<file path="src/rtl/hls_run_controller.sv">
// Run sequencer for an HLS accelerator: resets it, starts it and times each run of a batch,
// keeping last/min/max/total cycle statistics and a sticky timeout flag.
module hls_run_controller #(
    parameter int unsigned CNT_W      = 32,
    parameter int unsigned RUNS_W     = 8,
    parameter int unsigned TIMEOUT    = 200000000,
    parameter int unsigned RST_CYCLES = 2
) (
    input  logic                      clock,
    input  logic                      reset,
    input  logic                      go,
    input  logic                      abort,
    input  logic [RUNS_W-1:0]         cfg_runs,
    output logic                      dut_reset,
    output logic                      start_port,
    input  logic                      done_port,
    output logic                      busy,
    output logic [RUNS_W-1:0]         run_idx,
    output logic                      result_valid,
    output logic [CNT_W-1:0]          last_cycles,
    output logic [CNT_W-1:0]          min_cycles,
    output logic [CNT_W-1:0]          max_cycles,
    output logic [CNT_W+RUNS_W-1:0]   total_cycles,
    output logic                      timeout_flag,
    output logic                      finished
);

    localparam int unsigned TOT_W = CNT_W + RUNS_W;
    localparam int unsigned RC_W  = (RST_CYCLES > 1) ? $clog2(RST_CYCLES) : 1;

    typedef enum logic [2:0] {
        IDLE   = 3'd0,
        DUTRST = 3'd1,
        START  = 3'd2,
        WAIT   = 3'd3,
        REPORT = 3'd4,
        END    = 3'd5
    } state_t;

    state_t              state, state_nxt;
    logic [RC_W-1:0]     rst_cnt, rst_cnt_nxt;
    logic [CNT_W-1:0]    cnt, cnt_nxt;
    logic [RUNS_W-1:0]   runs_q, runs_nxt;
    logic [RUNS_W-1:0]   run_idx_nxt;
    logic [CNT_W-1:0]    last_nxt, min_nxt, max_nxt;
    logic [TOT_W-1:0]    total_nxt;
    logic                tflag_nxt;
    logic                rv_nxt;

    // Next-state and datapath update; abort overrides every non-IDLE state except END.
    always_comb begin
        state_nxt   = state;
        rst_cnt_nxt = rst_cnt;
        cnt_nxt     = cnt;
        runs_nxt    = runs_q;
        run_idx_nxt = run_idx;
        last_nxt    = last_cycles;
        min_nxt     = min_cycles;
        max_nxt     = max_cycles;
        total_nxt   = total_cycles;
        tflag_nxt   = timeout_flag;
        rv_nxt      = 1'b0;

        case (state)
            IDLE: begin
                if (go) begin
                    runs_nxt    = cfg_runs;
                    run_idx_nxt = '0;
                    rst_cnt_nxt = '0;
                    last_nxt    = '0;
                    min_nxt     = '1;
                    max_nxt     = '0;
                    total_nxt   = '0;
                    tflag_nxt   = 1'b0;
                    state_nxt   = (cfg_runs == '0) ? END : DUTRST;
                end
            end
            DUTRST: begin
                if (abort) begin
                    state_nxt = END;
                end else if (rst_cnt == RC_W'(RST_CYCLES - 1)) begin
                    cnt_nxt   = CNT_W'(1);
                    state_nxt = START;
                end else begin
                    rst_cnt_nxt = rst_cnt + RC_W'(1);
                end
            end
            START: begin
                if (abort) begin
                    state_nxt = END;
                end else begin
                    cnt_nxt   = cnt + CNT_W'(1);
                    state_nxt = WAIT;
                end
            end
            WAIT: begin
                if (abort) begin
                    state_nxt = END;
                end else if (done_port) begin
                    // Completion wins over a timeout in the same cycle.
                    last_nxt  = cnt;
                    total_nxt = total_cycles + TOT_W'(cnt);
                    min_nxt   = (cnt < min_cycles) ? cnt : min_cycles;
                    max_nxt   = (cnt > max_cycles) ? cnt : max_cycles;
                    rv_nxt    = 1'b1;
                    state_nxt = REPORT;
                end else if (cnt >= CNT_W'(TIMEOUT)) begin
                    tflag_nxt = 1'b1;
                    state_nxt = END;
                end else begin
                    cnt_nxt = cnt + CNT_W'(1);
                end
            end
            REPORT: begin
                if (abort || (run_idx == runs_q - RUNS_W'(1))) begin
                    state_nxt = END;
                end else begin
                    run_idx_nxt = run_idx + RUNS_W'(1);
                    rst_cnt_nxt = '0;
                    state_nxt   = DUTRST;
                end
            end
            END: begin
                state_nxt = IDLE;
            end
            default: begin
                state_nxt = IDLE;
            end
        endcase
    end

    // State and outputs registered together so outputs line up with the state they describe.
    always_ff @(posedge clock or negedge reset) begin
        if (!reset) begin
            state        <= IDLE;
            rst_cnt      <= '0;
            cnt          <= '0;
            runs_q       <= '0;
            run_idx      <= '0;
            last_cycles  <= '0;
            min_cycles   <= '1;
            max_cycles   <= '0;
            total_cycles <= '0;
            timeout_flag <= 1'b0;
            result_valid <= 1'b0;
            dut_reset    <= 1'b0;
            start_port   <= 1'b0;
            busy         <= 1'b0;
            finished     <= 1'b0;
        end else begin
            state        <= state_nxt;
            rst_cnt      <= rst_cnt_nxt;
            cnt          <= cnt_nxt;
            runs_q       <= runs_nxt;
            run_idx      <= run_idx_nxt;
            last_cycles  <= last_nxt;
            min_cycles   <= min_nxt;
            max_cycles   <= max_nxt;
            total_cycles <= total_nxt;
            timeout_flag <= tflag_nxt;
            result_valid <= rv_nxt;
            dut_reset    <= (state_nxt != DUTRST);
            start_port   <= (state_nxt == START);
            busy         <= (state_nxt != IDLE);
            finished     <= (state_nxt == END);
        end
    end

endmodule

</file>
<file path="config.mk">
export PLATFORM = sky130hd
export DESIGN_NAME = hls_run_controller
export DESIGN_NICKNAME = d
export VERILOG_FILES = /design/src/rtl/hls_run_controller.sv
export SDC_FILE = /design/constraint.sdc
export NUM_CORES = 1
export LEC_CHECK = 0
export ABC_AREA = 1
export CORE_MARGIN = 8
export CORE_UTILIZATION = 58
export DETAILED_ROUTE_END_ITERATION = 8
export DONT_BUFFER_PORTS = 1
export HOLD_SLACK_MARGIN = 0.03
export PLACE_DENSITY = 0.75
export REMOVE_ABC_BUFFERS = 1
export SETUP_SLACK_MARGIN = 0.05
export SYNTH_ARGS = -nofsm -noshare
export SYNTH_HDL_FRONTEND = slang
export SYNTH_SLANG_ARGS = --single-unit
export TNS_END_PERCENT = 5
</file>
<file path="constraint.sdc">
create_clock -name clock -period 2 [get_ports clock]
set_clock_uncertainty 0.05 [all_clocks]
set_input_delay 0.1 -clock clock [delete_from_list [all_inputs] [get_ports clock]]
set_output_delay 0.1 -clock clock [all_outputs]
set_load 0.05 [all_outputs]
</file>
After elaboration in Yosys (flattened, before gate mapping)
Cells that the tools add are included.
{ "totals": {"register_bits": 194, "input_bits": 13, "output_inout_bits": 150, "wordCells": 108} }
{ "classes": {"n_addsub": 5, "n_lt_le_gt_ge": 3, "eq_ne": 20, "mux": 49, "n_reduce_logical": 16} }
{ "op_table": {"columns": ["cell", "count"], "rows": [
  ["$mux W32", 16],
  ["$pmux W32 S2", 3],
  ["$mux W40", 3],
  ["$pmux W32 S3", 1],
  ["$pmux W40 S2", 1],
  ["$add A40 B32 Y40", 1],
  ["$add A32 B1 Y32 const B", 1],
  ["$ge A32 B28 Y1 const B", 1],
  ["$gt A32 B32 Y1", 1],
  ["$lt A32 B32 Y1", 1],
  ["$mux W3", 9],
  ["$ne A2 B2 Y1 const B", 12],
  ["$mux W8", 2],
  ["$pmux W8 S2", 1],
  ["$pmux W3 S5", 1],
  ["$reduce_and A5 Y1", 3],
  ["$mux W1", 10],
  ["$eq A3 B2 Y1 const B", 3],
  ["$reduce_bool A3 Y1", 3],
  ["$add A8 B1 Y8 const B", 1],
  ["$eq A8 B8 Y1", 1],
  ["$logic_not A8 Y1", 1],
  ["$reduce_and A4 Y1", 2],
  ["$sub A8 B1 Y8 const B", 1],
  ["other kinds (12)", 14]
]} }

Longest topological paths before layout
{ "depth": {"word_depth": 6, "ltp_mapped": 19, "mapped_depth_nobuf": 18} }

Worst setup path after synthesis
Ideal clock, no wire load.
{ "synth_path": {"kind": "register to register", "start": "register total_cycles[0]", "end": "register total_cycles[32]", "setup_ns": 0.121, "t_arrival_ns": 2.217, "t_required_ns": 1.829, "slack_ns": -0.388, "stages_incl_launch_ff": 13, "path_buffers": 0, "period_less_slack_ns": 2.388, "path_cell_list": "dfrtp_1 -> ha_1 -> fa_1 -> nand2_1 -> nand3_1 -> nand2_1 -> nor2_1 -> nor2_1 -> o21ai_0 -> nand2_1 -> nand2_1 -> a21oi_1 -> nor2_1"} }
{ "synth_between": {"elab_chain_cells": 4} }
{ "synth_lines": {"columns": ["element", "line_no", "source"], "rows": [
  ["from (decl)", "23", "output logic [CNT_W+RUNS_W-1:0] total_cycles,"],
  ["from (signal assigned)", "159", "total_cycles <= total_nxt;"],
  ["$add A40 B32 Y40", "102", "total_nxt = total_cycles + TOT_W'(cnt);"],
  ["$mux W40", "99", "end else if (done_port) begin"],
  ["$mux W40", "97", "if (abort) begin"],
  ["$pmux W40 S2", "64", "case (state)"]
]} }
No other way between the ends. The select of a mux whose other input is x is not followed.
A chain may end at the register's enable or synchronous reset.

Worst setup path in the final report
{ "layout_path": {"start": "register cnt[11]", "end": "register min_cycles[0]"} }
{ "layout_between": {"elab_chain_cells": 3} }
{ "layout_lines": {"columns": ["element", "line_no", "source"], "rows": [
  ["from (decl)", "42", "logic [CNT_W-1:0] cnt, cnt_nxt;"],
  ["from (signal assigned)", "153", "cnt <= cnt_nxt;"],
  ["$lt A32 B32 Y1", "103", "min_nxt = (cnt < min_cycles) ? cnt : min_cycles;"],
  ["$ne A2 B2 Y1 (no line)", null, null],
  ["$reduce_and A5 Y1 (no line)", null, null],
  ["to (signal assigned)", "157", "min_cycles <= min_nxt;"],
  ["to (decl)", "21", "output logic [CNT_W-1:0] min_cycles,"]
]} }
No other way between the ends.

==> impl_summary.log <==
INFO  metric outcome = complete, but fails checks
INFO  metric failing_checks = negative hold slack, negative setup slack
INFO  metric crit_path_max_fanout = 4
INFO  metric dr.pass1.iters = 7
INFO  metric period_share = 1.19
INFO  metric place.detailed.instances = 2448
INFO  metric first_pass_grt_wire_length = 70900 um
INFO  metric die_area = 0.0279 mm^2
INFO  metric holdBufCountCts = 12
INFO  metric nets = 2323
INFO  metric globalRoute.totalOverflow = 0
INFO  metric synthesized_area_fraction_occupied_by_adder_cells = 0.0953
INFO  metric final_max_slew_viol_count = 0
INFO  metric fp.dieW = 167 um
INFO  metric io_pins = 163
INFO  metric synthesized_area_fraction_occupied_by_ao_oa_aoi_and_oai_cells = 0.0904
INFO  metric worstSetupStartpointType = register
INFO  metric most_area_hungry_cell_type_in_the_yosys_netlist = sky130_fd_sc_hd__dfrtp_1
INFO  metric synth_mux_area_frac = 0
INFO  metric hold_violations = 194
INFO  metric asyncSetResetFlopFracSynth = 1.00
INFO  metric cts_buf_count = 17
INFO  metric synth_enable_flop_cells = 0
INFO  metric period_minus_slack = 2.39 ns
INFO  metric pin_count_of_the_biggest_net_entering_global_routing = 195
INFO  metric setup_ws = -0.387 ns
INFO  metric weighted_congestion_reported_at_the_end_of_routability_driven_placement = 0.985
INFO  metric clk-insertion-delay-late = 0.45 ns
INFO  metric post_route_insts_no_fill = 2508
INFO  metric insertedDiodeCount = 0
INFO  metric yosys.cell_types.count = 48
INFO  metric worstMarginPinSlew = 0.864 ns
INFO  metric clock_power_share = 0.197
INFO  metric mean_post_synth_cell_area = 6.93 um^2
INFO  metric switchingPower = 8.51 mW
INFO  metric worst_ep_required_time = 2.33 ns
INFO  metric synth_seq_cells = 194
INFO  metric vdd.ir_drop.worst = 0.646 mV
INFO  metric total_power = 18.1 mW
INFO  metric synth_top_flop_cell = sky130_fd_sc_hd__dfrtp_1
INFO  metric synthDominantCellAreaShare = 0.307
INFO  metric synth-xor-area-share = 0.0292
INFO  metric port_buffers = 0
INFO  metric clock_tree.root_cell = sky130_fd_sc_hd__clkbuf_16
INFO  metric setup_total_negative_slack = -21.61 ns
INFO  metric total_leakage_power = 8.98 nW
INFO  metric number_of_global_route_vias_before_repair = 13800
INFO  metric netlist_top_cells_area = sky130_fd_sc_hd__dfrtp_1, sky130_fd_sc_hd__nand2_1, sky130_fd_sc_hd__ha_1
INFO  metric clock_tree_from_tritoncts = yes
INFO  metric comb_power_share = 0.508
INFO  metric cp.arrival = 2.72 ns
INFO  metric endpoint_kind = register
INFO  metric post_drt_wl_per_cell = 18.7 um
INFO  metric cap_viol_max_count = 0
INFO  metric synth_top_family_by_area = simple AND/OR/NAND/NOR gates
INFO  metric via_count = 14200
INFO  metric antenna_left = 0
INFO  metric fin_hold_ws = -0.717 ns
INFO  metric drt_iter0_drc = 1182
INFO  metric route.detailed.vias_per_inst = 5.68
INFO  metric clock.fmax = 419 MHz
INFO  metric cellPowerDensity = 1030 mW/mm^2
INFO  metric num_rows = 55
INFO  metric drc = 0
INFO  metric timing.hold.worst.class = in2async
INFO  metric final_util = 0.780
INFO  metric postSynthCellCount = 1905
INFO  metric grt_antenna_before_repair = 0
INFO  metric initial_utilization = 0.587
INFO  metric fraction_of_final_layout_cells_sized_beyond_drive_strength_1 = 0.267
INFO  metric synthesis.area = 0.0132 mm^2
INFO  metric synth_seq_area_share = 0.371
INFO  metric synth.most_common_cell = sky130_fd_sc_hd__nand2_1
INFO  metric global_route.usage.total = 0.316
INFO  metric cell_internal_pwr = 9.64 mW
INFO  metric worst_setup_hold_path_clk_slew = 0.09 ns
INFO  metric power.switching_fraction = 0.469
INFO  metric seqPwrFrac = 0.295
INFO  metric core = 0.0225 mm^2
INFO  metric dp_hpwl = 32900 um
INFO  metric die_y_extent = 167 um
INFO  metric rsz0062_at_grt = true
INFO  metric wl = 46900 um
INFO  metric criticalPathCategory = reg2reg
INFO  metric setup_viol = 104
INFO  metric post_synth_and_or_nand_nor_area_fraction = 0.334
INFO  metric worst_slew_margin_rel = 0.424
INFO  metric synth-warning-count = 0
INFO  metric syn2layout_area_growth = 32.9%
INFO  metric h_tree_levels = 4
INFO  metric clock-sinks = 194
INFO  metric ys_top_cells_by_count = sky130_fd_sc_hd__nand2_1, sky130_fd_sc_hd__inv_1, sky130_fd_sc_hd__nor2_1
INFO  metric clockBufferDepth = 2
## layer usage
layer | global-route usage | vias to the layer above | part of all wire
li1 | - | 6696 | -
met5 | 0 | - | 0
met3 | 0.0664 | 148 | 0.084
met4 | 0.137 | 0 | 0.044
met1 | 0.389 | 6728 | 0.40
met2 | 0.529 | 677 | 0.47
## per-stage QoR
stage                     hold slack (ns)  worst slack, ns  instance area, um^2
after floorplan                    -0.246            -2.57                12900
after global placement             -0.240           -0.311                15700
after detailed placement           -0.239           -0.400                15700
after CTS                          -0.726           -0.288                17100
after global routing               -0.732           -0.451                17500
final                              -0.717           -0.387                17500
## repair_timing
item	4_1_cts	5_1_grt
hold endpoints to repair	223	194
setup endpoints to repair	127	182
setup buffers	3	10
cloned	2	2
gates resized for setup	125	105
pin swaps	22	15
## power by group through the flow
stage / Combinational, mW / Clock (mW) / Sequential, mW
floorplan: 3.42 / 0 / 6.76
CTS: 8.41 / 3.60 / 5.34
global placement: 7.61 / 0 / 5.35
global route: 9.81 / 3.74 / 5.41
finish: 9.21 / 3.58 / 5.35
detailed placement: 7.81 / 0 / 5.39
## cell families after synthesis
group | after synthesis
simple gates | 1085
buf+inv | 263
compound gates | 219
flops | 194
fa+ha+maj | 100
xor+xnor | 44
## layout make-up
| type | count | area, um^2 |
|---|---|---|
| Clock buffer | 17 | 425 |
| Timing Repair Buffer | 337 | 2770 |
| Inverter | 212 | 802 |
| Clock inverter | 15 | 188 |
| Multi-Input combinational cell | 1448 | 8080 |
| Tap cell | 285 | 357 |
| Fill cell | 1640 | 4960 |
| Sequential cell | 194 | 4920 |
## worst max-delay path: stages, from the launching register on
cell	delay, ns
sky130_fd_sc_hd__dfrtp_2	0.48
sky130_fd_sc_hd__buf_4	0.18
sky130_fd_sc_hd__ha_1	0.29
sky130_fd_sc_hd__a21oi_1	0.15
sky130_fd_sc_hd__o21ai_0	0.15
sky130_fd_sc_hd__a21oi_2	0.18
sky130_fd_sc_hd__nand2_2	0.09
sky130_fd_sc_hd__nand2_2	0.09
sky130_fd_sc_hd__nand2_2	0.07
sky130_fd_sc_hd__nand2_4	0.11
sky130_fd_sc_hd__nand2_8	0.08
sky130_fd_sc_hd__buf_12	0.16
sky130_fd_sc_hd__clkbuf_16	0.15
sky130_fd_sc_hd__nand2_1	0.05
sky130_fd_sc_hd__nand2_1	0.05
## flip-flops by register name, indices dropped and copies added (netlist names)
name	count
busy	1
cnt	32
dut_reset	1
finished	1
last_cycles	32
max_cycles	32
min_cycles	32
result_valid	1
rst_cnt	1
run_idx	8
runs_q	8
start_port	1
state	3
timeout_flag	1
total_cycles	40
## cell usage in the layout, fill, tap and decap left out, types with 4 or more instances in the layout
cell type,count
sky130_fd_sc_hd__nor3_2,14
sky130_fd_sc_hd__a21o_1,5
sky130_fd_sc_hd__clkbuf_16,19
sky130_fd_sc_hd__clkinv_8,7
sky130_fd_sc_hd__buf_6,7
sky130_fd_sc_hd__nor2_1,166
sky130_fd_sc_hd__xnor2_1,8
sky130_fd_sc_hd__dlygate4sd3_1,12
sky130_fd_sc_hd__nand2_4,7
sky130_fd_sc_hd__inv_1,197
sky130_fd_sc_hd__ha_4,26
sky130_fd_sc_hd__nor2_4,6
sky130_fd_sc_hd__o21ai_0,68
sky130_fd_sc_hd__nand2_2,33
sky130_fd_sc_hd__inv_2,13
sky130_fd_sc_hd__dfrtp_1,140
sky130_fd_sc_hd__nand4_1,16
sky130_fd_sc_hd__o21a_1,4
sky130_fd_sc_hd__buf_4,303
sky130_fd_sc_hd__nor2_2,30
sky130_fd_sc_hd__o21ai_1,19
sky130_fd_sc_hd__nand2_1,645
sky130_fd_sc_hd__dfstp_2,32
sky130_fd_sc_hd__nand3_1,121
sky130_fd_sc_hd__xor2_1,36
sky130_fd_sc_hd__a21oi_2,15
sky130_fd_sc_hd__dfrtp_2,22
sky130_fd_sc_hd__buf_12,11
sky130_fd_sc_hd__o21ai_2,7
sky130_fd_sc_hd__a21oi_1,80
sky130_fd_sc_hd__o21bai_1,4
sky130_fd_sc_hd__ha_1,70
sky130_fd_sc_hd__nand3_2,13
sky130_fd_sc_hd__nor3_1,18
## final timing paths
| check | start | end | slack, ns | cells after the start |
|---|---|---|---|---|
| setup / recovery | cnt[11] | min_cycles[0] | -0.39 | 14 |
| hold / removal | reset | total_cycles[3] | -0.72 | 0 |
| setup reg to reg | cnt[11] | min_cycles[0] | -0.39 | 14 |
| hold reg to reg | rst_cnt | rst_cnt | 0.43 | 2 |
| max in group asynchronous | reset | cnt[26] | 1.83 | 0 |
| min in group clock | done_port | state[0] | 0.11 | 5 |
Power figures use the tool's default switching activity.
